## src/rtl/divider_recombine_seq.sv

```systemverilog
// divider_recombine_seq
// Rebuilds the 2*DW-bit dividend from an array divider's quotient, divisor and
// remainder as n_out = q*d + r. A shift-add loop handles one quotient bit per
// cycle, LSB first, so latency is always DW cycles. It never exits early.
//
// Optional feature macro: RECOMB_ERR_EN
//   When defined, the original dividend n_ref is captured at acceptance.
//   On the edge that enters DONE, |n_ref - n_out| and a mismatch flag are
//   registered alongside n_out. When undefined, those ports and their logic
//   are absent.
module divider_recombine_seq #(
    parameter int DW = 8
) (
    input  logic            clk,
    input  logic            rst,
    input  logic            in_valid,
    output logic            in_ready,
    input  logic [DW-1:0]   q,
    input  logic [DW-1:0]   d,
    input  logic [DW-1:0]   r,
`ifdef RECOMB_ERR_EN
    input  logic [2*DW-1:0] n_ref,
`endif
    output logic            out_valid,
    input  logic            out_ready,
    output logic [2*DW-1:0] n_out
`ifdef RECOMB_ERR_EN
    ,
    output logic [2*DW-1:0] err_abs,
    output logic            err_flag
`endif
);

    // The step counter must be able to hold DW-1, which is the last RUN step.
    localparam int CW = $clog2(DW + 1);

    typedef enum logic [1:0] {
        IDLE = 2'd0,
        RUN  = 2'd1,
        DONE = 2'd2
    } state_t;

    state_t          state_q, state_d;
    logic [2*DW-1:0] acc_q, acc_d;
    logic [2*DW-1:0] md_q, md_d;
    logic [DW-1:0]   mq_q, mq_d;
    logic [CW-1:0]   cnt_q, cnt_d;
    logic            in_ready_q, in_ready_d;
    logic            out_valid_q, out_valid_d;
    logic [2*DW-1:0] n_out_q, n_out_d;

    // The accumulator value after the current RUN step. It also feeds the
    // result registers on the final step.
    logic [2*DW-1:0] acc_step;
    logic            last_step;

`ifdef RECOMB_ERR_EN
    logic [2*DW-1:0] nref_q, nref_d;
    logic [2*DW-1:0] err_abs_q, err_abs_d;
    logic            err_flag_q, err_flag_d;
    logic [2*DW-1:0] err_abs_step;
    logic            err_flag_step;
`endif

    // Conditional add of the shifted divisor for the current quotient bit.
    // The maximum result is 2^(2DW) - 2^DW, so no carry-out needs to be kept.
    always_comb begin
        acc_step  = mq_q[0] ? (acc_q + md_q) : acc_q;
        last_step = (cnt_q == CW'(DW - 1));
    end

`ifdef RECOMB_ERR_EN
    // Absolute error against the captured dividend, evaluated on the final
    // accumulator value.
    always_comb begin
        if (nref_q >= acc_step) begin
            err_abs_step = nref_q - acc_step;
        end else begin
            err_abs_step = acc_step - nref_q;
        end
        err_flag_step = (nref_q != acc_step);
    end
`endif

    // Next-state and datapath update for the IDLE -> RUN -> DONE sequence.
    always_comb begin
        state_d     = state_q;
        acc_d       = acc_q;
        md_d        = md_q;
        mq_d        = mq_q;
        cnt_d       = cnt_q;
        n_out_d     = n_out_q;
`ifdef RECOMB_ERR_EN
        nref_d      = nref_q;
        err_abs_d   = err_abs_q;
        err_flag_d  = err_flag_q;
`endif

        case (state_q)
            IDLE: begin
                // Operands are sampled only here. Later changes to q/d/r
                // (and n_ref) are deliberately ignored.
                if (in_valid) begin
                    acc_d   = {{DW{1'b0}}, r};
                    md_d    = {{DW{1'b0}}, d};
                    mq_d    = q;
                    cnt_d   = '0;
`ifdef RECOMB_ERR_EN
                    nref_d  = n_ref;
`endif
                    state_d = RUN;
                end
            end

            RUN: begin
                acc_d = acc_step;
                md_d  = md_q << 1;
                mq_d  = mq_q >> 1;
                cnt_d = cnt_q + CW'(1);
                if (last_step) begin
                    state_d    = DONE;
                    n_out_d    = acc_step;
`ifdef RECOMB_ERR_EN
                    err_abs_d  = err_abs_step;
                    err_flag_d = err_flag_step;
`endif
                end
            end

            DONE: begin
                // Results hold until downstream takes them. Input acceptance
                // waits for the following cycle.
                if (out_ready) begin
                    state_d = IDLE;
                end
            end

            default: begin
                state_d = IDLE;
            end
        endcase

        // Handshake outputs are registered and follow the next state, so
        // they are glitch-free and line up with the state register.
        in_ready_d  = (state_d == IDLE);
        out_valid_d = (state_d == DONE);
    end

    // State, datapath and registered outputs. An asynchronous reset aborts
    // any operation in flight and discards its result.
    always_ff @(posedge clk or posedge rst) begin
        if (rst) begin
            state_q     <= IDLE;
            acc_q       <= '0;
            md_q        <= '0;
            mq_q        <= '0;
            cnt_q       <= '0;
            in_ready_q  <= 1'b1;
            out_valid_q <= 1'b0;
            n_out_q     <= '0;
`ifdef RECOMB_ERR_EN
            nref_q      <= '0;
            err_abs_q   <= '0;
            err_flag_q  <= 1'b0;
`endif
        end else begin
            state_q     <= state_d;
            acc_q       <= acc_d;
            md_q        <= md_d;
            mq_q        <= mq_d;
            cnt_q       <= cnt_d;
            in_ready_q  <= in_ready_d;
            out_valid_q <= out_valid_d;
            n_out_q     <= n_out_d;
`ifdef RECOMB_ERR_EN
            nref_q      <= nref_d;
            err_abs_q   <= err_abs_d;
            err_flag_q  <= err_flag_d;
`endif
        end
    end

    assign in_ready  = in_ready_q;
    assign out_valid = out_valid_q;
    assign n_out     = n_out_q;
`ifdef RECOMB_ERR_EN
    assign err_abs   = err_abs_q;
    assign err_flag  = err_flag_q;
`endif

endmodule

```

## config.mk

```make
export PLATFORM = sky130hd
export DESIGN_NAME = divider_recombine_seq
export DESIGN_NICKNAME = d
export VERILOG_FILES = /design/src/rtl/divider_recombine_seq.sv
export SDC_FILE = /design/constraint.sdc
export NUM_CORES = 1
export LEC_CHECK = 0
export ABC_AREA = 1
export CORE_MARGIN = 2
export CORE_UTILIZATION = 50
export DETAILED_ROUTE_END_ITERATION = 10
export HOLD_SLACK_MARGIN = 0.08
export PLACE_DENSITY = 0.8
export SETUP_SLACK_MARGIN = 0.2
export SLEW_MARGIN = 20
export SYNTH_ARGS = -nofsm -noshare
export SYNTH_HDL_FRONTEND = slang
export SYNTH_SLANG_ARGS = --single-unit
```

## constraint.sdc

```tcl
create_clock -name clk -period 1.95 [get_ports clk]
set_input_delay 0.4875 -clock clk [delete_from_list [all_inputs] [get_ports clk]]
set_output_delay 0.4875 -clock clk [all_outputs]
set_load 0.02 [all_outputs]
```

* Yosys cells after proc, flatten, opt, wreduce, memory -nomap -nowiden
Cells that the tools add are included.
** Word-level totals
- Word-level logic and storage cells :: 33
- Output and inout port bits :: 18
- Bits of input ports :: 28
- Register bits :: 64
** Operators by class
- Equality and inequality tests :: 5
- Add/subtract/negate cells :: 2
- Muxes and demuxes :: 13
- Reduce and logical (&&, ||, !) cells :: 5
** Operator list (number)
- 16-bit one-hot mux with 2 select lines :: 2
- 16-bit two-way mux :: 3
- 16-bit adder :: 1
- 8-bit one-hot mux with 2 select lines :: 1
- 8-bit two-way mux :: 1
- 4-bit one-hot mux with 2 select lines :: 1
- 2-bit two-way mux :: 3
- 2-bit one-hot mux with 3 select lines :: 1
- 4-bit by 1-bit adder with 4-bit output, second input constant :: 1
- 2-bit == test, second input constant :: 2
- 4-bit by 3-bit == test with 1-bit output, second input constant :: 1
- 2-bit logical NOT :: 2
- 4-bit two-way mux :: 1
- 2-bit AND reduction :: 2
- 2-bit by 1-bit == test with 1-bit output, second input constant :: 1
- 2-bit inequality test, second input constant :: 1
- 2-bit nonzero test :: 1

* Logic depth before layout (Yosys ltp)
- Word-level depth :: 4
- Gate-level depth with buffers :: 12

* Worst setup path before layout
OpenSTA, ideal clock, no wires.
- Path kind :: flip-flop to flip-flop
- Start :: reg acc_q[0]
- End :: reg acc_q[8]
- Stages on the path, launching flop included :: 12
- Path slack :: 214 ps
- Period minus slack after synthesis :: 1736 ps
- Arrival time :: 1618 ps
- Buffers on the path :: 0
- Data required time :: 1833 ps
- Cells stage by stage :: dfrtp_1 -> ha_1 -> fa_1 -> nand2_1 -> nand2_1 -> and2_4 -> nand2_2 -> nand2_2 -> xnor2_1 -> nand2_1 -> nand3_1 -> nand2_1
** Between the ends
- Word-level cells in the longest chain between the ends :: 3
** Ends and longest elaborated chain
- from (decl) :: RTL line 44 : logic [2*DW-1:0] acc_q, acc_d;
- from (signal assigned) :: RTL line 154 : acc_q <= '0;
- from (signal assigned) :: RTL line 168 : acc_q <= acc_d;
- 16-bit adder :: RTL line 68 : acc_step = mq_q[0] ? (acc_q + md_q) : acc_q;
- 16-bit two-way mux :: RTL line 68
- 16-bit one-hot mux with 2 select lines :: RTL line 99 : case (state_q)
No other way between the ends.
A chain may end at the register's enable or synchronous reset.

* Worst setup path after layout
- Start :: reg md_q[0]
- End :: reg n_out_q[14], in the netlist n_out[14]
** Between the ends
- Word-level cells in the longest chain between the ends :: 2
** Ends and longest elaborated chain
- from (decl) :: RTL line 45 : logic [2*DW-1:0] md_q, md_d;
- from (signal assigned) :: RTL line 169 : md_q <= md_d;
- 16-bit adder :: RTL line 68
- 16-bit two-way mux :: RTL line 68
- to (signal assigned) :: RTL line 174 : n_out_q <= n_out_d;
- to (decl) :: RTL line 50 : logic [2*DW-1:0] n_out_q, n_out_d;
No other way between the ends.

==> impl_metrics.ini <==
[status]
status = finished, final reports clean

[pwr]
ir_worst_vdd_uv = 918
comb_power_share = 0.617
p_leak_nw = 2.51
seqPwrFrac = 0.255
swShare = 0.467
p_int_w = 0.00532
p_clk_frac = 0.128
p_per_area_mw_per_mm2 = 2030
power.switching_w = 0.00467

[clocking]
postCtsHoldBufs = 0
cts_inserted_buffers = 9
root_buffer = clkbuf_8
cts.path.max_buffers = 2
h-tree-depth = 3
clock_sinks = 64
clkTransAtPathRegs_ps = 70
clock_latency_ps = 350
cts_tree = built

[placed_design]
dpl.hpwl_mm = 6.85
port_buffers = 45
gp_congestion = 0.935

[timing]
period_share = 0.961
fin_setup_tns_ps = 0
finClkSkew_ps = 10.4
fmax_mhz = 534
tightest_slew_ps = 404
timing.final.crit_period_ps = 1870
setup_violations = 0
slew_headroom = 0.730
slew_violations = 0
hold_viol = 0
fin_hold_ws_ps = 475
rsz0062_at_grt = yes

[detailed_routing]
met1_length_mm = 3.98
viasPerCell = 5.42
met3_wirelength_um = 494
drc_errors = 0
dr.max_layer_used = met4
vias = 3561
drt_iter0_drc = 200
drt_first_pass_iters = 5
dr_wl_met2_mm = 5.00
drt-total-wl_mm = 9.79
ant_nets = 0
wl_per_cell_um = 14.9

[synth]
synth_area_mm2 = 0.00377
syn_area_per_cell_um2 = 7.71
synthTopCellsByArea = dfrtp_1 (42%), nand2_1 (16%), inv_1 (6.9%), ha_1 (5.3%), nand3_1 (5.2%)
synth_edf_count = 0
syn_inst = 489
yosys_warnings = 0
synth_top_cell_area_share = 0.418
seq_area_frac_synth = 0.425
synth_cell_types = 41
syn_nets = 534
async_reset_ff_frac = 1.00
ys.flop_type = dfrtp_1
synth_largest_area_cell = dfrtp_1
synth.ff_latch_count = 64

[die]
die_w_um = 90.8
coreArea_mm2 = 0.00729
die-area_mm2 = 0.00825
die_h_um = 90.8
start_util = 0.517
placementRows = 31
ios = 46

[finish]
fillers = 589
fin_nets = 599
areaGrowthSynthToFinish_pct = 30.6
regArea_mm2 = 0.00161
multi_input_area_mm2 = 0.00204
drive_above_1_share = 0.220
diodes = 0

[grt]
grt_overflow = 0
antenna_found_initial = 0
grt_usage = 0.240
grt_pass1_wl_mm = 16.0
grt_max_degree = 30
grt_pass1_vias = 3544

[worst_hold_path]
min_from = n_out[15]$_DFFE_PP0P_
min_delay_path_depth = 2
min_to = n_out[15]$_DFFE_PP0P_
hp-class = reg2reg

[critical_path]
start_kind = register
crit_path_end_kind = register
cp_max_fo = 3
worstSetupPathType = reg2reg
reg2reg_to = n_out[14]$_DFFE_PP0P_
crit-reg2reg-launch = md_q[0]$_DFFE_PP0P_
reg2reg_depth = 12
worstPathRequired_ps = 2180
crit_start = md_q[0]$_DFFE_PP0P_
crit_arrival_ps = 2100
reg2reg_slack_ps = 80

[job]
maxCapViolCount = 0
sequential cells by signal (all words and copies together), names as in the netlist:
register   cells
acc_q         16
cnt_q          4
in_ready       1
md_q          16
mq_q           8
n_out         16
out_valid      1
state_q        2
worst max path at each step:
stage          slack, ps  cells after the start                     to
2_1_floorplan        210                     11   acc_q[8]$_DFFE_PP0P_
3_3_place_gp         100                     12  n_out[14]$_DFFE_PP0P_
3_5_place_dp          40                     12  n_out[14]$_DFFE_PP0P_
4_1_cts              120                     12  n_out[14]$_DFFE_PP0P_
5_1_grt              -40                     12  n_out[10]$_DFFE_PP0P_
6_report              80                     12  n_out[14]$_DFFE_PP0P_
power by group through the flow:
stage	logic (W)	registers [W]	clock network, W
finish	0.00617	0.00255	0.00128
global route	0.00690	0.00261	0.00136
CTS	0.00534	0.00249	0.00130
detailed placement	0.00515	0.00246	0
global placement	0.00496	0.00243	0
floorplan	0.00382	0.00250	0
layout by cell type, fill, tap and decap left out, types with 13 or more instances in the layout:
| master | count |
|---|---|
| nand2_2 | 19 |
| nand3_2 | 14 |
| o22ai_1 | 13 |
| nand3_1 | 28 |
| o21ai_0 | 20 |
| nor2_1 | 21 |
| dfrtp_1 | 59 |
| nand2_1 | 141 |
| dlygate4sd2_1 | 18 |
| clkdlybuf4s50_1 | 27 |
| inv_1 | 66 |
| buf_4 | 23 |
cell type report:
cell class / instances / share of cell area
Timing Repair Buffer: 70 / 0.130
Tap cell: 99 / 0.0252
Clock buffer: 12 / 0.0315
Sequential cell: 64 / 0.327
Multi-Input combinational cell: 335 / 0.415
Inverter: 74 / 0.0582
Clock inverter: 3 / 0.0132
cell usage after synthesis, types with 4 or more instances:
| cell | n |
|---|---|
| nand2_1 | 157 |
| inv_1 | 69 |
| dfrtp_1 | 63 |
| nand3_1 | 39 |
| o21ai_0 | 23 |
| nor2_1 | 22 |
| ha_1 | 16 |
| o22ai_1 | 13 |
| or2_2 | 8 |
| a21oi_1 | 7 |
| o221ai_1 | 7 |
| nand4_1 | 6 |
| buf_6 | 4 |
| inv_2 | 4 |
| nand2_2 | 4 |
| o21ai_1 | 4 |
what timing repair did:
action | CTS | global route
resized for setup | 41 | 41
setup endpoints to repair | 39 | 27
pin swaps | 11 | 20
setup buffers | 1 | 12
cell families after synthesis:
group / after synthesis / synth area share
AOI/OAI and AO/OA: 63 / 0.101
xor gates and xnor gates: 4 / 0.00930
adders and majority gates: 17 / 0.0584
buffers and inverters: 90 / 0.110
DFF: 64 / 0.425
muxes: 1 / 0.00266
and+or+nand+nor: 250 / 0.293
worst max-delay path, stage by stage (launching register included):
cell and delay [ps]:
dfrtp_1 390, ha_2 200, fa_2 360, nand2_2 100
nand2_2 50, nand3b_1 130, nand2_2 110, nand2_2 80
nand2_1 50, nand2_1 70, nand3_2 80, nand3_1 100
nand2_1 50
layer usage:
metal,GRT usage,vias to the layer above
met5,0,-
met2,0.427,120
met3,0.0518,27
met1,0.282,1708
li1,-,1706
met4,0.0896,0
per-stage QoR:
stage	setup WS [ps]	total power (W)	cell area, µm²	instances	utilization
floorplan	214	0.00632	3770	489	-
detailed placement	39.3	0.00760	4330	629	0.594
global route	-36.5	0.0109	4920	657	0.675
finish	76.2	0.0100	4920	657	0.675
global placement	97.2	0.00738	4330	629	0.594
CTS	117	0.00913	4660	645	0.639
No activity file was read; power rests on OpenSTA's default activity.
==> edit: new RTL, same settings <==
`DW`: 8 -> 16.
--- a/src/rtl/divider_recombine_seq.sv
+++ b/src/rtl/divider_recombine_seq.sv
@@ -11,3 +11,3 @@
 module divider_recombine_seq #(
-    parameter int DW = 8
+    parameter int DW = 16
 ) (
Ports: changed (resized d, n_out, q and r); port bits go from 46 to 86. No check against the original RTL was run, so the function may have changed too.
==> edit against the original RTL <==
  * The flow now finishes with violations (setup timing)
  * Synthesized area rose by 100%
  * Total power rose by 130%
  * Global-route usage rose by 7.8 points
  * Die area rose by 95%
  * Sequential share of layout area fell by 6.5 points
  * Final area rose by 140%
  * Wire length rose to 2.9 times the old value
  * Setup slack got worse by 0.25 ns
  * Clock power rose by 140%
  * First-iteration DRC count rose to 4.6 times the old value
  * Sequential cell count rose by 57
  * Synthesized cell count rose by 120%
  * Critical endpoint is now n_out[18]$_DFFE_PP0P_
  * Largest cell class unchanged
  * Largest power group unchanged
==> edit: results <==
[run_status]
status = complete, but fails checks
violations = setup timing

[clock_network]
clkLatencyLatePin_ns = 0.43
numCtsBuffers = 17
clk_path_buf_depth = 2
htreeDepth = 4
cts_root_buf = clkbuf_16

[sta]
fin_worst_skew_ns = 0.0112
worst_slack_ns = -0.169
slew_headroom = 0.511
setup_viol = 27

[worst_hold_path]
hold_class = in2async

[power_and_ir_drop]
p_leak_uw = 0.00590
peakVddDrop_v = 0.00127

[setup_path]
critPathLaunch = md_q[6]$_DFFE_PP0P_
slowest_delay_ns = 0.42
regToRegEndpoint = n_out[18]$_DFFE_PP0P_
slowest_stage = dfrtp_1
critPathArrivalTime_ns = 2.43
reg2regPathDepth = 10
critPathMaxFanout = 4

[yosys]
synth_fp_nets = 1149
synth-edff-count = 0
async_flop_share = 1.00
yosysWarnings = 0
synth_cell_types = 35
ys_seq_area_frac = 0.401
synth.area.top_cells = dfrtp_1, nand2_1, inv_1
synthTopCellsByCount = nand2_1, inv_1, dfrtp_1, nand3_1, nor2_1

[global_routing]
antenna_found_initial = 1
grt_max_degree = 42
grt_usage = 0.318
grt_pass1_wl_um = 40100
grt_pass1_vias = 8013

[routing]
drt-total-wl_um = 28400
drt_iter0_drc = 925
avgViaCountPerCell = 5.81

[layout]
final_nets = 1336
fill_cells = 874
diodes = 0
drive_above_1_share = 0.367

[placement]
dpl.hpwl_um = 16000
routabilityCongestion = 0.980
io_buffers = 85
edit: changes by cell type after synthesis, sizes merged, moves of 18 or more:
cell and delta:
a21oi +18, dfrtp +57, inv +83, nand2 +241
nand3 +64, nor2 +24
edit: how the worst max path moves through the flow:
stage | end | cells past startpoint
after global routing | n_out[30]$_DFFE_PP0P_ | 13
after global placement | n_out[30]$_DFFE_PP0P_ | 13
after detailed placement | n_out[30]$_DFFE_PP0P_ | 13
after CTS | acc_q[12]$_DFFE_PP0P_ | 10
after floorplan | acc_q[0]$_DFFE_PP0P_ | 1
final | n_out[18]$_DFFE_PP0P_ | 10
edit: per-layer routing:
metal  wire, um  GRT usage
met4       1160      0.116
met3       2210     0.0595
met2      13800      0.524
met1      11200      0.421
met5         13          0
edit: kinds of logic after synthesis:
family,Yosys count,synth area share
flops,121,0.401
fa+ha+maj,34,0.0573
buf+inv,191,0.0973
simple gates,580,0.327
compound gates,122,0.101
xor+xnor,15,0.0174
edit: worst reg2reg max path, stage by stage (launching register included):
cell,delay (ns)
dfrtp_1,0.42
ha_4,0.35
nand2_2,0.12
nor2_1,0.28
nand2_1,0.17
nand3_4,0.17
nand2_4,0.08
nand3_1,0.12
nand3_2,0.12
o211ai_1,0.11
nand2_1,0.07
edit: through the flow:
step / setup TNS (ns) / hold WS [ns] / cell area (um^2) / worst slack [ns] / std cells
after floorplan: -2.40 / 0.450 / 7600 / -0.0200 / 1063
after global placement: -0.392 / 0.463 / 9210 / -0.0590 / 1374
after detailed placement: -0.619 / 0.465 / 9210 / -0.0728 / 1374
after CTS: -0.00119 / 0.357 / 10700 / -0.00119 / 1426
after global routing: -4.58 / 0.362 / 11600 / -0.252 / 1447
final: -1.75 / 0.356 / 11600 / -0.169 / 1447
edit: what timing repair did:
action	CTS	global route
cloned	0	0
gates resized for setup	201	179
endpoints found under the setup margin	93	64
buffers inserted	20	21
pin swaps	43	78
edit: cell type report:
| type | count | area share |
|---|---|---|
| Timing Repair Buffer | 202 | 0.162 |
| Clock inverter | 15 | 0.0123 |
| Clock buffer | 17 | 0.0367 |
| Tap cell | 184 | 0.0199 |
| Multi-Input combinational cell | 751 | 0.455 |
| Sequential cell | 121 | 0.262 |
| Inverter | 157 | 0.0524 |
edit: where the power goes:
| part | internal [uW] | total (uW) | switching, uW |
|---|---|---|---|
| logic | 6500 | 15500 | 8970 |
| registers | 3630 | 4600 | 972 |
| clock network | 1770 | 3060 | 1280 |
| total | 11900 | 23100 | 11200 |
